### src/rtl/pu_riscv_verilog_pkg.sv
// Shared RISC-V constants for the execute-stage units.
//   RV32I / RV64I : encodings of the st_xlen mode field.
//   MUL..MULW     : {func7, func3, opcode[6:2]} match patterns of the
//                   multiply group.
//   mul_decode()  : maps {xlen32, pattern} onto a multiply operation.
package pu_riscv_verilog_pkg;

  localparam logic [1:0] RV32I = 2'b01;
  localparam logic [1:0] RV64I = 2'b10;

  localparam logic [14:0] MUL    = 15'b0000001_000_01100;
  localparam logic [14:0] MULH   = 15'b0000001_001_01100;
  localparam logic [14:0] MULHSU = 15'b0000001_010_01100;
  localparam logic [14:0] MULHU  = 15'b0000001_011_01100;
  localparam logic [14:0] MULW   = 15'b0000001_000_01110;

  typedef enum logic [1:0] {
    ST_CHK,
    ST_MUL,
    ST_RES
  } mul_state_t;

  typedef enum logic [2:0] {
    OP_NONE,
    OP_MUL,
    OP_MULH,
    OP_MULHSU,
    OP_MULHU,
    OP_MULW
  } mul_op_t;

  // MULW only exists when the hart is not running in 32-bit mode.
  function automatic mul_op_t mul_decode(input logic xlen32, input logic [14:0] key);
    mul_op_t op;
    op = OP_NONE;
    casez ({xlen32, key})
      {1'b?, MUL}    : op = OP_MUL;
      {1'b?, MULH}   : op = OP_MULH;
      {1'b?, MULHSU} : op = OP_MULHSU;
      {1'b?, MULHU}  : op = OP_MULHU;
      {1'b0, MULW}   : op = OP_MULW;
      default        : op = OP_NONE;
    endcase
    return op;
  endfunction

endpackage

### src/rtl/pu_riscv_mul.sv
// Bit-serial shift-add multiplier for MUL/MULH/MULHSU/MULHU/MULW.
// One partial-product bit per cycle; the pipeline is held via mul_stall
// while iterating and the result is presented for one cycle with
// mul_bubble low.
// Ports:
//   clk, rstn           : clock, asynchronous active-low reset
//   ex_stall            : execute stall, blocks acceptance of a new op
//   mul_stall           : high while an operation is iterating
//   id_bubble, id_instr : issued instruction and its validity
//   opA, opB            : rs1 / rs2 operands
//   st_xlen             : current XLEN mode (RV32I disables MULW)
//   mul_bubble, mul_r   : result strobe (active low) and result
module pu_riscv_mul
  import pu_riscv_verilog_pkg::*;
#(
  parameter int XLEN = 64,
  parameter int ILEN = 64
) (
  input  logic            clk,
  input  logic            rstn,
  input  logic            ex_stall,
  output logic            mul_stall,
  input  logic            id_bubble,
  input  logic [ILEN-1:0] id_instr,
  input  logic [XLEN-1:0] opA,
  input  logic [XLEN-1:0] opB,
  input  logic [1:0]      st_xlen,
  output logic            mul_bubble,
  output logic [XLEN-1:0] mul_r
);

  localparam int CNTW = $clog2(XLEN);

  function automatic logic [XLEN-1:0] abs(input logic [XLEN-1:0] x);
    return x[XLEN-1] ? (~x + XLEN'(1)) : x;
  endfunction

  function automatic logic [2*XLEN-1:0] twos(input logic [2*XLEN-1:0] x);
    return ~x + (2*XLEN)'(1);
  endfunction

  function automatic logic [XLEN-1:0] sext32(input logic [31:0] x);
    return XLEN'($signed(x));
  endfunction

  mul_state_t        r_state, w_state_next;
  logic [14:0]       r_mul_instr, w_mul_instr_next;
  logic [XLEN-1:0]   r_p, w_p_next;
  logic [XLEN-1:0]   r_a, w_a_next;
  logic [XLEN-1:0]   r_b, w_b_next;
  logic [CNTW-1:0]   r_cnt, w_cnt_next;
  logic              r_neg, w_neg_next;
  logic              r_mul_stall, w_mul_stall_next;
  logic              r_mul_bubble, w_mul_bubble_next;
  logic [XLEN-1:0]   r_mul_r, w_mul_r_next;

  logic [14:0]       w_id_key;
  mul_op_t           w_id_op;
  mul_op_t           w_res_op;
  logic              w_zero;
  logic [XLEN:0]     w_sum;
  logic [2*XLEN-1:0] w_prod;

  assign w_id_key = {id_instr[31:25], id_instr[14:12], id_instr[6:2]};
  assign w_id_op  = mul_decode(st_xlen == RV32I, w_id_key);
  // The captured instruction was already accepted, so MULW is legal here.
  assign w_res_op = mul_decode(1'b0, r_mul_instr);
  assign w_zero   = (w_id_op == OP_MULW) ? (opA[31:0] == '0 || opB[31:0] == '0)
                                         : (opA == '0 || opB == '0);
  assign w_sum    = {1'b0, r_p} + (r_a[0] ? {1'b0, r_b} : '0);
  assign w_prod   = r_neg ? twos({r_p, r_a}) : {r_p, r_a};

  always_ff @(posedge clk or negedge rstn) begin
    if (!rstn) begin
      r_state      <= ST_CHK;
      r_mul_instr  <= '0;
      r_p          <= '0;
      r_a          <= '0;
      r_b          <= '0;
      r_cnt        <= '0;
      r_neg        <= 1'b0;
      r_mul_stall  <= 1'b0;
      r_mul_bubble <= 1'b1;
      r_mul_r      <= '0;
    end else begin
      r_state      <= w_state_next;
      r_mul_instr  <= w_mul_instr_next;
      r_p          <= w_p_next;
      r_a          <= w_a_next;
      r_b          <= w_b_next;
      r_cnt        <= w_cnt_next;
      r_neg        <= w_neg_next;
      r_mul_stall  <= w_mul_stall_next;
      r_mul_bubble <= w_mul_bubble_next;
      r_mul_r      <= w_mul_r_next;
    end
  end

  always_comb begin
    w_state_next      = r_state;
    w_mul_instr_next  = r_mul_instr;
    w_p_next          = r_p;
    w_a_next          = r_a;
    w_b_next          = r_b;
    w_cnt_next        = r_cnt;
    w_neg_next        = r_neg;
    w_mul_stall_next  = r_mul_stall;
    w_mul_bubble_next = 1'b1;
    w_mul_r_next      = r_mul_r;

    unique case (r_state)
      ST_CHK: begin
        // Capture only while idle so traffic on id_instr during the
        // iteration cannot change the op that ST_RES finalizes.
        if (!ex_stall) w_mul_instr_next = w_id_key;
        if (!ex_stall && !id_bubble && w_id_op != OP_NONE) begin
          if (w_zero) begin
            w_mul_r_next      = '0;
            w_mul_bubble_next = 1'b0;
          end else begin
            w_mul_stall_next = 1'b1;
            w_state_next     = ST_MUL;
            w_p_next         = '0;
            w_cnt_next       = (w_id_op == OP_MULW) ? CNTW'(31) : CNTW'(XLEN-1);
            unique case (w_id_op)
              OP_MULH: begin
                w_a_next   = abs(opB);
                w_b_next   = abs(opA);
                w_neg_next = opA[XLEN-1] ^ opB[XLEN-1];
              end
              OP_MULHSU: begin
                w_a_next   = opB;
                w_b_next   = abs(opA);
                w_neg_next = opA[XLEN-1];
              end
              OP_MULW: begin
                w_a_next   = XLEN'(opB[31:0]);
                w_b_next   = XLEN'(opA[31:0]);
                w_neg_next = 1'b0;
              end
              default: begin
                // MUL (low half is sign-independent) and MULHU
                w_a_next   = opB;
                w_b_next   = opA;
                w_neg_next = 1'b0;
              end
            endcase
          end
        end
      end

      ST_MUL: begin
        // The multiplier drains out of the bottom of a while the
        // product bits fill {p, a} from the top.
        {w_p_next, w_a_next} = {w_sum, r_a[XLEN-1:1]};
        w_cnt_next = r_cnt - CNTW'(1);
        if (r_cnt == '0) w_state_next = ST_RES;
      end

      ST_RES: begin
        unique case (w_res_op)
          OP_MULH, OP_MULHSU, OP_MULHU: w_mul_r_next = w_prod[2*XLEN-1:XLEN];
          OP_MULW:                      w_mul_r_next = sext32(r_a[XLEN-1 -: 32]);
          default:                      w_mul_r_next = w_prod[XLEN-1:0];
        endcase
        w_mul_bubble_next = 1'b0;
        w_mul_stall_next  = 1'b0;
        w_state_next      = ST_CHK;
      end

      default: w_state_next = ST_CHK;
    endcase
  end

  assign mul_stall  = r_mul_stall;
  assign mul_bubble = r_mul_bubble;
  assign mul_r      = r_mul_r;

endmodule
### config.mk
export PLATFORM = sky130hd
export DESIGN_NAME = pu_riscv_mul
export DESIGN_NICKNAME = d
export VERILOG_FILES = /design/src/rtl/pu_riscv_verilog_pkg.sv /design/src/rtl/pu_riscv_mul.sv
export SDC_FILE = /design/constraint.sdc
export NUM_CORES = 1
export LEC_CHECK = 0
export CORE_ASPECT_RATIO = 2
export CORE_MARGIN = 4
export CORE_UTILIZATION = 30
export DETAILED_ROUTE_END_ITERATION = 10
export DONT_BUFFER_PORTS = 1
export PLACE_DENSITY_LB_ADDON = 0.3
export SKIP_CTS_REPAIR_TIMING = 1
export SYNTH_ARGS = -nofsm -noshare
export SYNTH_HDL_FRONTEND = slang
export SYNTH_SLANG_ARGS = --single-unit
### constraint.sdc
create_clock -name clk -period 5.8 [get_ports clk]
set_input_delay 0.58 -clock clk [delete_from_list [all_inputs] [get_ports clk]]
set_output_delay 0.58 -clock clk [all_outputs]
set_load 0.02 [all_outputs]
==> results by stage <==
Status:
- The run finished, with violations left.
- The checks that failed: hold timing.

STA:
- Hold timing on the final database bottoms out at a slack of -279 ps.
- The final critical path takes up around 79% of the cycle.
- Setup violations remaining at the end of the flow were counted as 0.
- The slew of the pin with the lowest slew margin is roughly 1100 ps.
- The worst-case setup margin in the final layout is 1240 ps.
- The total negative setup slack is 0 ps.
- The final hold violation count came to around 280.
- The worst pin sits at a relative slew slack of 25.1%.
- Static timing analysis puts the maximum clock frequency at around 0.22 GHz.
- Setup repair after global routing left no endpoint under its margin.
- The smallest clock period supported by the final layout is computed as 4560 ps.
- The number of pins with negative max-slew slack in the final report is 0.
- The maximum clock skew at final layout is between 20 and 30 ps.

Layout:
- The count of cells in the finished layout, fillers not included, comes to 3,560.
- The layout net count is 2,884.
- The fraction of layout cells with a size suffix above 1 is under 10%.
- The number of diodes added for antenna fixing is 0.
- The area growth from synthesis to layout is 7.63%.

Logic synthesis:
- The distinct cell type count after synthesis is between 80 and 90.
- The number of synthesized flops with an enable pin is 0.
- The prevailing post-synth register cell is sky130_fd_sc_hd__dfrtp_1.
- Summing every instance area after synthesis gives 0.0222 mm².
- The average cell area after synthesis is roughly 8 µm².
- Yosys instantiated no cell more often than sky130_fd_sc_hd__nand2_1.
- By count the netlist is led by sky130_fd_sc_hd__nand2_1, sky130_fd_sc_hd__o21ai_0, sky130_fd_sc_hd__dfrtp_1, sky130_fd_sc_hd__a21oi_1, sky130_fd_sc_hd__xor2_1.
- The post-synthesis sequential element count is about 280.
- The instance count of the mapped netlist is roughly 2,700.
- Counting flops with an async set or reset pin after synthesis yields a share of 100%.
- The sequential share of the synthesized area is between 30% and 40%.
- Counting every net in the synthesized netlist gives between 2,000 and 3,000.
- Sorting the synthesized cells by area gives the leading types as sky130_fd_sc_hd__dfrtp_1, sky130_fd_sc_hd__o21ai_0, sky130_fd_sc_hd__nand2_1.
- Of all cell types, the one taking the most synthesized area is sky130_fd_sc_hd__dfrtp_1.
- The Yosys step of the flow raised 0 warnings.
- The share of Yosys cell area claimed by the top area cell type is around a third.

Die:
- The die extent in x is ~200 µm.
- The initialized floorplan defines 140 standard-cell rows.
- The die outline height is 392 µm.
- The area of the core region is 0.0730 mm².
- The floorplan step defined a die boundary enclosing roughly 0.08 mm².
- The initial utilization of the core area, before any placement, comes to a little under a third.
- The number of ports placed on the die boundary is ~260.

Global routing:
- After global routing the overflow that remains totals 0.
- Entering global routing, the biggest net connects approximately 280 pins.
- Global routing used about 23% of the available tracks across all layers.
- The initial antenna violation count is 1.
- The first global-routing pass estimated between 100 and 150 mm of wire.
- The via count of the first global-routing pass was 21,100.

Drt:
- After detailed routing, the average wire length per cell comes to around 26 µm.
- The routed via count divided by cell count is 5.88.
- For this run, the detailed router's first-pass iteration total came to 6.
- The routed design has about 91 mm of wire.
- The first routing iteration left about 1,900 violations.
- The post-route antenna net violation count is 0.
- The final routed DRC violation total is 0.
- The via total after detailed routing is ~21,000.

Power:
- After layout, the design draws a total of about 4.6 mW.
- The fraction of power spent switching nets is between 20% and 30%.
- The clock power share is 42.2%.
- The sequential share of power is around 46%.
- In this run the power spent charging and discharging nets is roughly 1.3 mW.
- The highest ir drop seen on vdd is a little under 0.0002 V.
- For this design the static power due to leakage is roughly 9.8 nW.
- The power share of the combinational group is roughly an eighth.
- The cell-internal power is about 3.3 mW.
- The areal power density over the cells is 193 mW/mm².

Placement:
- The estimated wirelength of the detail-placed design is 72.7 mm.
- In this run, placement finished with an instance count of about 3,500.
- During placement, the flow inserted port buffers numbering 0.
- Routability-driven placement finished with a final weighted congestion of around 0.98.
- OpenSTA, run right after detailed placement, puts the worst setup slack at between 1000 and 1500 ps.

Clock network:
- The clock insertion delay at the later pin of the skew report is around 600 ps.
- The clock tree from TritonCTS is yes.
- The clock sink total is around 280.
- The clock root buffer is sky130_fd_sc_hd__clkbuf_16.
- The clock passes through at most 3 buffers.
- Clock-pin slew was measured on the worst setup and hold paths at approximately 70 ps.
- The count of H-tree levels built during CTS is 1.
- Buffers inserted during clock tree synthesis total 28.

Setup path:
- For the worst setup path, the data arrival time is between 5000 and 6000 ps.
- By startpoint and endpoint, the worst setup path is classified as reg -> reg.
- In this run the worst setup path begins at r_a[0]$_DFFE_PN0P_.
- The kind of launch point of the worst setup path is a register.
- The kind of end point of the critical path is a register.
- The startpoint of the most critical register-to-register path is r_a[0]$_DFFE_PN0P_.
- In this run the worst path has a maximum fanout of 12.
- STA puts the critical path data required time at 6330 ps.
- The critical path endpoint is mul_r[20]$_DFFE_PN0P_.
- In this run the critical register-to-register path is captured at mul_r[20]$_DFFE_PN0P_.
- The cell count of the worst reg-to-reg path is 10.
- The register-to-register path setup slack is 1240 ps.

Min path:
- The tightest min-delay check is of the in -> async type.

Run:
- Max-cap violations in this run came to 0.
[worst min-delay path by stage]
stage	cells after the start	slack, ps	to
3_5_place_dp	0	300	r_b[2]$_DFFE_PN0P_
4_1_cts	0	-320	r_a[7]$_DFFE_PN0P_
6_report	0	-280	r_b[2]$_DFFE_PN0P_
2_1_floorplan	0	280	mul_r[0]$_DFFE_PN0P_
3_3_place_gp	0	300	r_mul_instr[12]$_DFFE_PN0P_
5_1_grt	0	-300	r_b[2]$_DFFE_PN0P_
[logic make-up (layout without fill, tap and decap cells)]
| family | after synthesis | count (layout) | synth area share (%) |
|---|---|---|---|
| xor gates and xnor gates | 241 | 241 | 9.53 |
| DFF | 282 | 282 | 31.9 |
| AOI/OAI and AO/OA | 919 | 919 | 26.4 |
| adders and majority gates | 70 | 70 | 3.99 |
| muxes | 37 | 37 | 1.85 |
| and+or+nand+nor | 968 | 968 | 22.3 |
| buffers and inverters | 213 | 120 | 4.01 |
[metrics by stage]
stage | instance area (µm²) | utilization (%)
floorplan | 22200 | -
global placement | 22900 | 31.4
detailed placement | 22900 | 31.4
CTS | 23900 | 32.7
global route | 23900 | 32.7
finish | 23900 | 32.7
[per-layer routing]
metal	share of wire, %	up-vias	GRT usage, %
met5	0	-	0
met4	7.2	0	13.4
met3	6.4	245	4.29
met2	52	736	42.4
met1	34	10100	23.1
li1	-	9838	-
[power by group through the flow]
stage	clock (mW)	combinational [mW]	sequential, mW
final	1.95	0.549	2.12
after global routing	2.05	0.602	2.12
after CTS	1.98	0.540	2.11
after detailed placement	0	0.538	2.15
after global placement	0	0.537	2.15
after floorplan	0	0.399	2.10
[critical path: stages (launching register included)]
cell and delay (ps):
sky130_fd_sc_hd__dfrtp_1 550, sky130_fd_sc_hd__inv_1 200, sky130_fd_sc_hd__ha_1 190, sky130_fd_sc_hd__nor3b_1 500, sky130_fd_sc_hd__nand3_1 520, sky130_fd_sc_hd__or3_1 730
sky130_fd_sc_hd__or2_2 420, sky130_fd_sc_hd__o41ai_2 240, sky130_fd_sc_hd__xor2_1 140, sky130_fd_sc_hd__o21ai_0 770, sky130_fd_sc_hd__a22o_1 230
[area by class of cell]
type                       instances  area [µm²]
sequential                       282        7060
timing repair buffer              35         288
clock inverter                    13         129
clock buffer                      38         820
multi-input combinational       2235       14300
tap                              923        1150
fill                            7750       49200
inverter                          34         128
[state kept, by name, summed over array words and instances (netlist names), 2 cells and up]
signal,flops
r_mul_instr,15
r_state,2
r_cnt,6
mul_r,64
r_p,64
r_b,64
r_a,64
[cell usage in the layout, fill, tap and decap left out, types with 9 or more instances in the layout]
cell                        count
sky130_fd_sc_hd__and2_1        77
sky130_fd_sc_hd__o21ai_1       10
sky130_fd_sc_hd__a21o_1        43
sky130_fd_sc_hd__nand3_1       68
sky130_fd_sc_hd__clkbuf_16     29
sky130_fd_sc_hd__or3_1         55
sky130_fd_sc_hd__o21a_1        32
sky130_fd_sc_hd__or4_1         50
sky130_fd_sc_hd__a221o_1        9
sky130_fd_sc_hd__xnor2_1       95
sky130_fd_sc_hd__o21bai_1      18
sky130_fd_sc_hd__and3_1        10
sky130_fd_sc_hd__o31ai_1       71
sky130_fd_sc_hd__nand2_1      361
sky130_fd_sc_hd__nand2b_1      18
sky130_fd_sc_hd__a31oi_1       16
sky130_fd_sc_hd__buf_4         33
sky130_fd_sc_hd__mux2_2        28
sky130_fd_sc_hd__o41ai_1       36
sky130_fd_sc_hd__xor2_1       146
sky130_fd_sc_hd__nor3_1        49
sky130_fd_sc_hd__ha_1          69
sky130_fd_sc_hd__nor4_1        43
sky130_fd_sc_hd__a211oi_1       9
sky130_fd_sc_hd__nand4_1       37
sky130_fd_sc_hd__inv_1         34
sky130_fd_sc_hd__or2_2         13
sky130_fd_sc_hd__nor2_1       123
sky130_fd_sc_hd__o21ai_0      337
sky130_fd_sc_hd__o211ai_1      13
sky130_fd_sc_hd__a221oi_1      17
sky130_fd_sc_hd__dfrtp_1      280
sky130_fd_sc_hd__a22o_1        30
sky130_fd_sc_hd__a22oi_1       66
sky130_fd_sc_hd__a21oi_1      158
(Power assumes the default switching activity.)
